==> config.mk <==
export PLATFORM = sky130hd
export DESIGN_NAME = imm_decode_stage
export DESIGN_NICKNAME = d
export VERILOG_FILES = /design/src/rtl/imm_decode_stage.sv
export SDC_FILE = /design/constraint.sdc
export NUM_CORES = 1
export LEC_CHECK = 0
export CAP_MARGIN = 0
export CORE_MARGIN = 5
export CORE_UTILIZATION = 50
export CTS_CLUSTER_DIAMETER = 30
export DETAILED_ROUTE_END_ITERATION = 8
export GPL_TIMING_DRIVEN = 0
export MAX_ROUTING_LAYER = met4
export PLACE_DENSITY = 0.79
export SKIP_LAST_GASP = 1
export SLEW_MARGIN = 20
export SYNTH_ARGS = -nofsm -noshare
export SYNTH_HDL_FRONTEND = slang
export SYNTH_SLANG_ARGS = --single-unit
==> constraint.sdc <==
create_clock -name clk -period 3 [get_ports clk]
set_input_delay 0.45 -clock clk [delete_from_list [all_inputs] [get_ports clk]]
set_output_delay 0.45 -clock clk [all_outputs]
set_load 0.005 [all_outputs]
==> src/rtl/imm_decode_stage.sv <==
// rtl/imm_decode_stage.sv - registered RISC-V immediate decode stage with two-entry skid buffer
//
// Purpose: decodes one instruction per accepted handshake into an XLEN-wide
// immediate, a format code and an illegal flag, one cycle after accept.
// A sideband tag travels with each instruction unchanged.
//
// Optional feature macro: IMM_ZICSR_EN (decode CSR immediate forms of SYSTEM).
//
// Ports:
//   clk, rst        clock, synchronous active-high reset
//   flush           drops both held entries and any offered instruction
//   in_valid/ready  input handshake; in_ready is a register (== !skid_full)
//   in_inst, in_tag instruction word and sideband tag
//   out_valid/ready output handshake
//   out_imm         decoded immediate (XLEN bits)
//   out_fmt         0 NONE, 1 I, 2 S, 3 B, 4 U, 5 J, 6 SH, 7 Z
//   out_illegal     unsupported opcode or shift encoding
//   out_tag         tag of the instruction on the output
module imm_decode_stage #(
  parameter int XLEN  = 32,
  parameter int TAG_W = 32
) (
  input  logic             clk,
  input  logic             rst,
  input  logic             flush,
  input  logic             in_valid,
  output logic             in_ready,
  input  logic [31:0]      in_inst,
  input  logic [TAG_W-1:0] in_tag,
  output logic             out_valid,
  input  logic             out_ready,
  output logic [XLEN-1:0]  out_imm,
  output logic [2:0]       out_fmt,
  output logic             out_illegal,
  output logic [TAG_W-1:0] out_tag
);

  localparam logic [2:0] FMT_NONE = 3'd0;
  localparam logic [2:0] FMT_I    = 3'd1;
  localparam logic [2:0] FMT_S    = 3'd2;
  localparam logic [2:0] FMT_B    = 3'd3;
  localparam logic [2:0] FMT_U    = 3'd4;
  localparam logic [2:0] FMT_J    = 3'd5;
  localparam logic [2:0] FMT_SH   = 3'd6;
  localparam logic [2:0] FMT_Z    = 3'd7;

  logic [6:0] opcode;
  logic [2:0] funct3;
  logic       is_shift;

  logic [XLEN-1:0] dec_imm;
  logic [2:0]      dec_fmt;
  logic            dec_ill;

  assign opcode   = in_inst[6:0];
  assign funct3   = in_inst[14:12];
  assign is_shift = (funct3 == 3'b001) || (funct3 == 3'b101);

  // Every legal opcode ends in 2'b11, so compressed/invalid low bits fall
  // through to the default (illegal) arm.
  always_comb begin
    dec_imm = '0;
    dec_fmt = FMT_NONE;
    dec_ill = 1'b0;
    case (opcode)
      7'b1100111, 7'b0000011: begin
        dec_fmt = FMT_I;
        dec_imm = XLEN'($signed(in_inst[31:20]));
      end
      7'b0010011: begin
        if (is_shift) begin
          dec_fmt = FMT_SH;
          if (XLEN == 64) begin
            dec_imm = XLEN'(in_inst[25:20]);
          end else begin
            dec_imm = XLEN'(in_inst[24:20]);
            dec_ill = in_inst[25];
          end
        end else begin
          dec_fmt = FMT_I;
          dec_imm = XLEN'($signed(in_inst[31:20]));
        end
      end
      7'b0011011: begin
        // Word-sized shifts only have a 5-bit shamt; inst[25] must be zero.
        if (XLEN == 64) begin
          if (is_shift) begin
            dec_fmt = FMT_SH;
            dec_imm = XLEN'(in_inst[24:20]);
            dec_ill = in_inst[25];
          end else begin
            dec_fmt = FMT_I;
            dec_imm = XLEN'($signed(in_inst[31:20]));
          end
        end else begin
          dec_ill = 1'b1;
        end
      end
      7'b0100011: begin
        dec_fmt = FMT_S;
        dec_imm = XLEN'($signed({in_inst[31:25], in_inst[11:7]}));
      end
      7'b1100011: begin
        dec_fmt = FMT_B;
        dec_imm = XLEN'($signed({in_inst[31], in_inst[7], in_inst[30:25],
                                 in_inst[11:8], 1'b0}));
      end
      7'b0110111, 7'b0010111: begin
        dec_fmt = FMT_U;
        dec_imm = XLEN'($signed({in_inst[31:12], 12'b0}));
      end
      7'b1101111: begin
        dec_fmt = FMT_J;
        dec_imm = XLEN'($signed({in_inst[31], in_inst[19:12], in_inst[20],
                                 in_inst[30:21], 1'b0}));
      end
      7'b0110011, 7'b0001111: begin
        dec_fmt = FMT_NONE;
      end
      7'b0111011: begin
        dec_ill = (XLEN != 64);
      end
      7'b1110011: begin
`ifdef IMM_ZICSR_EN
        case (funct3)
          3'b000: dec_fmt = FMT_NONE;
          3'b001, 3'b010, 3'b011: begin
            dec_fmt = FMT_I;
            dec_imm = XLEN'($signed(in_inst[31:20]));
          end
          3'b101, 3'b110, 3'b111: begin
            dec_fmt = FMT_Z;
            dec_imm = XLEN'(in_inst[19:15]);
          end
          default: dec_ill = 1'b1;
        endcase
`else
        dec_ill = (funct3 != 3'b000);
`endif
      end
      default: begin
        dec_ill = 1'b1;
      end
    endcase
  end

  // Entry A drives the outputs; entry B is the skid slot.
  logic             a_valid, b_valid;
  logic [XLEN-1:0]  a_imm, b_imm;
  logic [2:0]       a_fmt, b_fmt;
  logic             a_ill, b_ill;
  logic [TAG_W-1:0] a_tag, b_tag;

  logic accept, consume;

  // in_ready is only high when B is empty, so an accept never meets a full B.
  assign accept  = in_valid && in_ready;
  assign consume = a_valid && out_ready;

  always_ff @(posedge clk) begin
    if (rst) begin
      a_valid  <= 1'b0;
      b_valid  <= 1'b0;
      in_ready <= 1'b1;
      a_imm    <= '0;
      a_fmt    <= FMT_NONE;
      a_ill    <= 1'b0;
      a_tag    <= '0;
      b_imm    <= '0;
      b_fmt    <= FMT_NONE;
      b_ill    <= 1'b0;
      b_tag    <= '0;
    end else if (flush) begin
      a_valid  <= 1'b0;
      b_valid  <= 1'b0;
      in_ready <= 1'b1;
    end else begin
      if (consume && b_valid) begin
        a_imm    <= b_imm;
        a_fmt    <= b_fmt;
        a_ill    <= b_ill;
        a_tag    <= b_tag;
        b_valid  <= 1'b0;
        in_ready <= 1'b1;
      end else if (accept && (consume || !a_valid)) begin
        a_valid  <= 1'b1;
        a_imm    <= dec_imm;
        a_fmt    <= dec_fmt;
        a_ill    <= dec_ill;
        a_tag    <= in_tag;
      end else if (accept) begin
        b_valid  <= 1'b1;
        b_imm    <= dec_imm;
        b_fmt    <= dec_fmt;
        b_ill    <= dec_ill;
        b_tag    <= in_tag;
        in_ready <= 1'b0;
      end else if (consume) begin
        a_valid  <= 1'b0;
      end
    end
  end

  assign out_valid   = a_valid;
  assign out_imm     = a_imm;
  assign out_fmt     = a_fmt;
  assign out_illegal = a_ill;
  assign out_tag     = a_tag;

endmodule

==> results by group, run 1 <==
Status
  • Result of the run: finished clean

Power and ir drop
  • Power Density: 557 mW/mm^2
  • Maximum VDD drop: between 0.0003 and 0.0004 V
  • Leak Pwr: 2.77 nW

GRT
  • First-pass GRT wire length: 30900 um
  • Overall global routing resource usage: roughly 27%
  • Grt total ovfl: 0
  • Via count of the first global-routing pass: 6268
  • Pin count of the biggest net entering global routing: 17
  • Number of antenna violations at the first check in global routing: 0

Logic synthesis
  • Dominant combinational cell family by area after synthesis: simple AND/OR/NAND/NOR gates
  • Fraction of registers with async set/reset: 0%
  • Syn Nets: 817
  • Share of the yosys chip area belonging to registers: 47.0%
  • Fraction of synthesized area in multiplexers: between 1 and 1.5%
  • Synthesized area per cell: about 7.9 um^2
  • Post-synthesis share of cell area spent on and, or, nand and nor gates: 24.1%
  • Area fraction in compound gates after synthesis: 22.9%
  • Synthesized netlist cell count: roughly 750
  • Most used DFF post-synth: dfxtp_1
  • Post-synthesis share of cell area spent on full adders, half adders and majority gates: 0%
  • Post-Synth XOR/XNOR Area: 0%
  • Unique cell type count in the Yosys netlist: 49
  • Synthesis-stage register bit count: 139
  • Yosys warning count: 0
  • Netlist Area Pre-Place: ~0.0059 mm^2
  • Count of flip-flops with a built-in enable after synthesis: 0

STA
  • Fin crit share: between 80% and 90%
  • Final clock skew: 0.00551 ns
  • Finish-stage setup viols: 0
  • Achievable Freq: 0.379 GHz
  • Min cycle time layout: around 2.6 ns
  • Setup repair after global routing missed its margin: false
  • Hold Worst Slack: 0.454 ns
  • Actual transition at the worst max-transition pin: 0.763 ns
  • Final slew viol count: 0
  • Relative slew margins: approximately 50%
  • Number of hold violations in the final report: 0

Clocking
  • Max Root-Sink Buffers: 2
  • Clk_lat worst skew: 0.42 ns
  • Post-CTS Setup Bufs: 0
  • Deepest level of the CTS H-tree: 4
  • Number of buffers added by the clock tree synthesis step: 17
  • Clock net sink count: roughly 140
  • Root Buffer: clkbuf_16
  • CTS tree: done
  • Post-CTS clock slew at the launch and capture registers of the worst setup and hold paths: approximately 0.05 ns

Min path
  • Min-delay src: b_tag[3]$_SDFFE_PP0P_
  • Worst hold-check path type: flip-flop to flip-flop

Drt
  • Final WL: 18800 um
  • Count of unresolved DRC violations after routing: 0
  • Via Count: about 6200
  • Number of DRC markers after the initial detailed-route iteration: slightly above 600
  • Remaining antenna violation count: 0
  • Number of optimization iterations in the first detailed-route pass: 7
  • Drt via density: between 5 and 6
  • Average wire per cell in the routed design: 17.8 um

Floorplan
  • Die X: roughly 120 um
  • # rows: 39
  • Count of boundary I/O pins: about 140
  • Initial standard-cell utilization of the core: 51.4%
  • Height of the chip: 119 um
  • Core area: around 0.012 mm^2
  • Overall die area: 0.0141 mm^2

Worst setup path
  • Crit path kind: primary input to flip-flop
  • CP required: 3.26 ns
  • Arrival time at the worst endpoint: a little under 3 ns
  • Crit path from: in_inst[2]
  • Crit path launch type: primary input
  • Max Fanout on Critical Path: 10
  • FF-to-FF Start: out_valid$_SDFFE_PP0P_
  • Category of the worst setup path capture point: flip-flop

Finish
  • Layout Area Growth over Synthesis: 36.0%
  • Register area: 0.00278 mm^2
  • Final cell utilization of the core: a little over two thirds
  • Non-filler instance count after layout: about 1100
  • Number of fill cells: roughly 940
  • Area of the multi-input gates: 0.00287 mm^2
  • Final #Nets: 971
  • Diodes inserted: 0
  • Share of final-layout standard cells stronger than drive strength 1: 4.81%

Place
  • Placed Instances: 1026
  • Number of buffer cells added on primary ports: 135
  • Global placement routability congestion: 0.873
  • HPWL after DPL: around 14000 um

Job
  • Maximum Capacitance Violations: 0
-- logic make-up after synthesis --
group                  count (synthesis)
AOI/OAI and AO/OA                    197
DFF                                  139
and+or+nand+nor                      335
buffers and inverters                 70
muxes                                  7
-- cell usage in the layout (no fill, tap or decap), types with 17 or more instances in the layout --
cell and instances:
nand2_1 179, dfxtp_1 139, clkdlybuf4s50_1 135, nor2_1 86, clkbuf_1 64, a21oi_1 64
a311oi_1 33, o21ai_0 29, a211oi_1 24, nor3_1 22, a221oi_1 18, clkbuf_16 17
-- sequential cells by signal (all words and copies together) (netlist names) --
name / count
b_fmt: 3
b_ill: 1
b_imm: 32
b_tag: 32
b_valid: 1
in_ready: 1
out_fmt: 3
out_illegal: 1
out_imm: 32
out_tag: 32
out_valid: 1
-- metal layers --
metal  track usage (%)  wire length, um
met4              10.1              410
met5                 -                0
met1              33.8             8230
met3              6.26             1260
met2              43.8             8930
-- worst paths after layout --
check / endpoint / slack [ns] / cells past startpoint
max reg2reg: out_imm[30]$_SDFFE_PP0P_ / 0.51 / 7
min: b_tag[3]$_SDFFE_PP0P_ / 0.45 / 2
max: out_imm[30]$_SDFFE_PP0P_ / 0.36 / 8
min reg2reg: b_tag[3]$_SDFFE_PP0P_ / 0.45 / 2
-- stage by stage --
stage                     total power, mW  setup WS [ns]  setup TNS, ns  area [um^2]
after floorplan                      2.17          0.681              0         5920
after global placement               2.43         -0.148          -1.43         7450
after detailed placement             2.44         -0.108          -1.13         7450
after CTS                            4.49          0.298              0         8040
after global routing                 4.63          0.135              0         8050
final                                4.48          0.360              0         8050
-- repair_timing --
item                       in CTS  in global routing
setup endpoints to repair       0                  9
gates resized for setup         0                  1
hold buffers                    0                  0
hold endpoints to repair        0                  0
-- synth_stat cells (all sizes together), types with 2 or more instances --
master	count	share of area, %
nand2	179	11
dfxtp	139	47
nor2	88	5.7
a21oi	64	5.4
clkbuf	62	3.9
a311oi	33	4.9
o21ai	29	2.5
a211oi	25	3.3
nor3	23	1.9
a221oi	20	3.2
nand3	11	1.0
o31ai	8	1.0
nand3b	7	0.89
mux2i	6	1.0
buf	5	0.61
a22o	4	0.59
nor2b	4	0.42
o211ai	4	0.51
and2	3	0.32
and3	3	0.32
inv	3	0.19
nand2b	3	0.32
nand4	3	0.32
or3	3	0.32
a31oi	2	0.46
nor4	2	0.21
-- critical path, stage by stage --
cell	delay, ns
clkdlybuf4s50_1	0.49
clkbuf_1	0.35
nor3_1	0.07
o21ai_0	0.62
a21oi_1	0.18
nor2_1	0.17
buf_1	0.42
a221oi_1	0.16
-- area by class of cell --
type | count | area share [%]
Clock inverter | 7 | 1.09
Buffer | 67 | 3.34
Tap cell | 143 | 2.22
Timing Repair Buffer | 135 | 16.8
Inverter | 3 | 0.140
Sequential cell | 139 | 34.6
Multi-Input combinational cell | 539 | 35.6
Clock buffer | 24 | 6.23
-- power breakdown --
| group | switching (mW) | internal (mW) |
|---|---|---|
| Combinational | 0.232 | 0.239 |
| Sequential | 0.0323 | 1.91 |
| Clock | 0.750 | 1.32 |
Power figures use the tool's default switching activity.
==> inputs of run 2 (changes only) <==
- CAP_MARGIN: 0 -> default
- DONT_BUFFER_PORTS: default -> 1
- PLACE_DENSITY: 0.79 -> 0.64
- SLEW_MARGIN: 20 -> 10
==> results by group, run 2 (synthesized netlist as in run 1, its figures left out) <==
Clocking
  • Clock net sink count: 139
  • Post-CTS clock slew at the launch and capture registers of the worst setup and hold paths: 0.05 ns
  • Number of buffers added by the clock tree synthesis step: 17
  • Max Root-Sink Buffers: 2
  • Deepest level of the CTS H-tree: 4
  • Root Buffer: clkbuf_16
  • Clk_lat worst skew: 0.42 ns
  • CTS tree: done

Worst setup path
  • Category of the worst setup path capture point: flip-flop
  • Crit path launch type: flip-flop
  • Crit path kind: flip-flop to flip-flop
  • Cell Chain, Critical Path: clkbuf_1 > nand2_1 > nor3_1 > clkbuf_1 > nand2_1 > a21oi_1
  • Arrival time at the worst endpoint: 2.96 ns
  • Max Fanout on Critical Path: 10
  • CP required: about 3.4 ns
  • Cell with the biggest individual delay on the critical path: nor3_1
  • Max incr delay on CP: 0.97 ns
  • Family with the most delay on the worst path: simple AND/OR/NAND/NOR gates
  • Worst path buffer plus inverter count: 2

Power and ir drop
  • Power Density: 628 mW/mm^2
  • Total power of the final layout: between 4 and 5 mW
  • Maximum VDD drop: 0.000286 V
  • Leak Pwr: around 2.3 nW

Finish
  • Share of final-layout standard cells stronger than drive strength 1: 5.39%
  • Leading cell type in the layout, fill and taps excluded: nand2_1
  • Non-filler instance count after layout: 922
  • Diodes inserted: 0
  • Layout Area Growth over Synthesis: 12.6%
  • Most frequent cells in the layout: 179 x nand2_1, 139 x dfxtp_1, 86 x nor2_1
  • Final #Nets: 836

STA
  • Setup repair after global routing missed its margin: false
  • Hold Worst Slack: ~0.14 ns
  • Min cycle time layout: ~2.6 ns
  • Number of hold violations in the final report: 0
  • Summed negative setup slack over all endpoints: 0 ns
  • Fin crit share: between 80% and 90%
  • Achievable Freq: 0.382 GHz
  • Relative slew margins: 18.5%
  • Final clock skew: 0.00395 ns
  • Final slew viol count: 0
  • Actual transition at the worst max-transition pin: between 1 and 1.5 ns
  • Finish-stage setup viols: 0
  • Post-layout worst setup margin: 0.383 ns

Drt
  • Via Count: 5526
  • Final WL: 17400 um
  • Average wire per cell in the routed design: 18.9 um
  • Count of unresolved DRC violations after routing: 0
  • Number of DRC markers after the initial detailed-route iteration: 491
  • Remaining antenna violation count: 0
  • Number of optimization iterations in the first detailed-route pass: 5
  • Drt via density: 5.99

Place
  • Setup slack at placement: 0.259 ns
  • Global placement routability congestion: 0.882
  • HPWL after DPL: 12700 um
  • Placed Instances: 891
  • Number of buffer cells added on primary ports: 0

GRT
  • Overall global routing resource usage: 25.0%
  • Number of antenna violations at the first check in global routing: 0
  • Grt total ovfl: 0
  • First-pass GRT wire length: ~27000 um
  • Via count of the first global-routing pass: between 5000 and 6000
  • Pin count of the biggest net entering global routing: 17

Floorplan
  • Initial standard-cell utilization of the core: 51.4%
  • # rows: 39
  • Count of boundary I/O pins: 139
  • Overall die area: 0.0141 mm^2
  • Height of the chip: 119 um
  • Core area: ~0.012 mm^2
  • Die X: 119 um

Job
  • Maximum Capacitance Violations: 0

Min path
  • Worst hold-check path type: primary input to flip-flop

Status
  • Result of the run: finished clean
[run 2: cell count changes in the layout (fill, tap and decap cells not counted)]
| cell | previous run | this run |
|---|---|---|
| nor3_1 | 22 | 23 |
| clkbuf_8 | 5 | 4 |
| clkdlybuf4s50_1 | 135 | 0 |
| nor3_2 | 1 | 0 |
| clkinvlp_4 | 1 | 2 |
| bufinv_16 | 2 | 1 |
| clkbuf_1 | 64 | 65 |
[run 2: worst reg2reg max path: stages, from the launching register on]
cell and delay [ns]:
dfxtp_1 0.36, clkbuf_1 0.25, nand2_1 0.11, nor3_1 0.97, clkbuf_1 0.56, nand2_1 0.14, a21oi_1 0.15
[run 2: cell type report]
type | count | area (um^2)
plain buffers | 67 | 269
clock buffers | 24 | 492
clock inverters | 7 | 65.1
fillers | 1101 | 4850
inverters | 3 | 11.3
multi-input cells | 539 | 2870
flip-flops and latches | 139 | 2780
well taps | 143 | 179
[run 2: per-stage QoR]
step	instance area, um^2	utilization [%]
after global routing	6660	57.9
after global placement	6100	53.0
after detailed placement	6100	53.0
final	6660	57.9
after CTS	6660	57.8
after floorplan	5920	-
[run 2: what timing repair did]
| item | 4_1_cts | 5_1_grt |
|---|---|---|
| setup buffers | 0 | 0 |
| resized for setup | 0 | 1 |
| endpoints found under the hold margin | 0 | 0 |
| setup endpoints to repair | 0 | 10 |
| hold buffers | 0 | 0 |
[run 2: layer usage]
metal	share of wire, %	routed length [um]	vias to the layer above	GRT usage [%]
met5	0	0	-	-
met4	1.7	303	0	8.83
met3	9.0	1560	31	8.96
met2	49	8450	219	40.1
met1	41	7080	2594	29.1
li1	-	-	2682	-
[run 2: final timing paths]
check                         start               endpoint  slack [ns]  cells past startpoint
max          out_valid$_SDFFE_PP0P_  b_tag[1]$_SDFFE_PP0P_        0.38                      6
min                       out_ready   b_valid$_SDFFE_PP0P_        0.14                      1
max reg2reg  out_valid$_SDFFE_PP0P_  b_tag[1]$_SDFFE_PP0P_        0.38                      6
min reg2reg   b_imm[6]$_SDFFE_PP0P_  b_imm[6]$_SDFFE_PP0P_        0.45                      2
[run 2: where the power goes]
group / switching [mW] / internal, mW
logic: 0.167 / 0.0869
clock network: 0.763 / 1.22
registers: 0.0446 / 1.91
total: 0.975 / 3.21
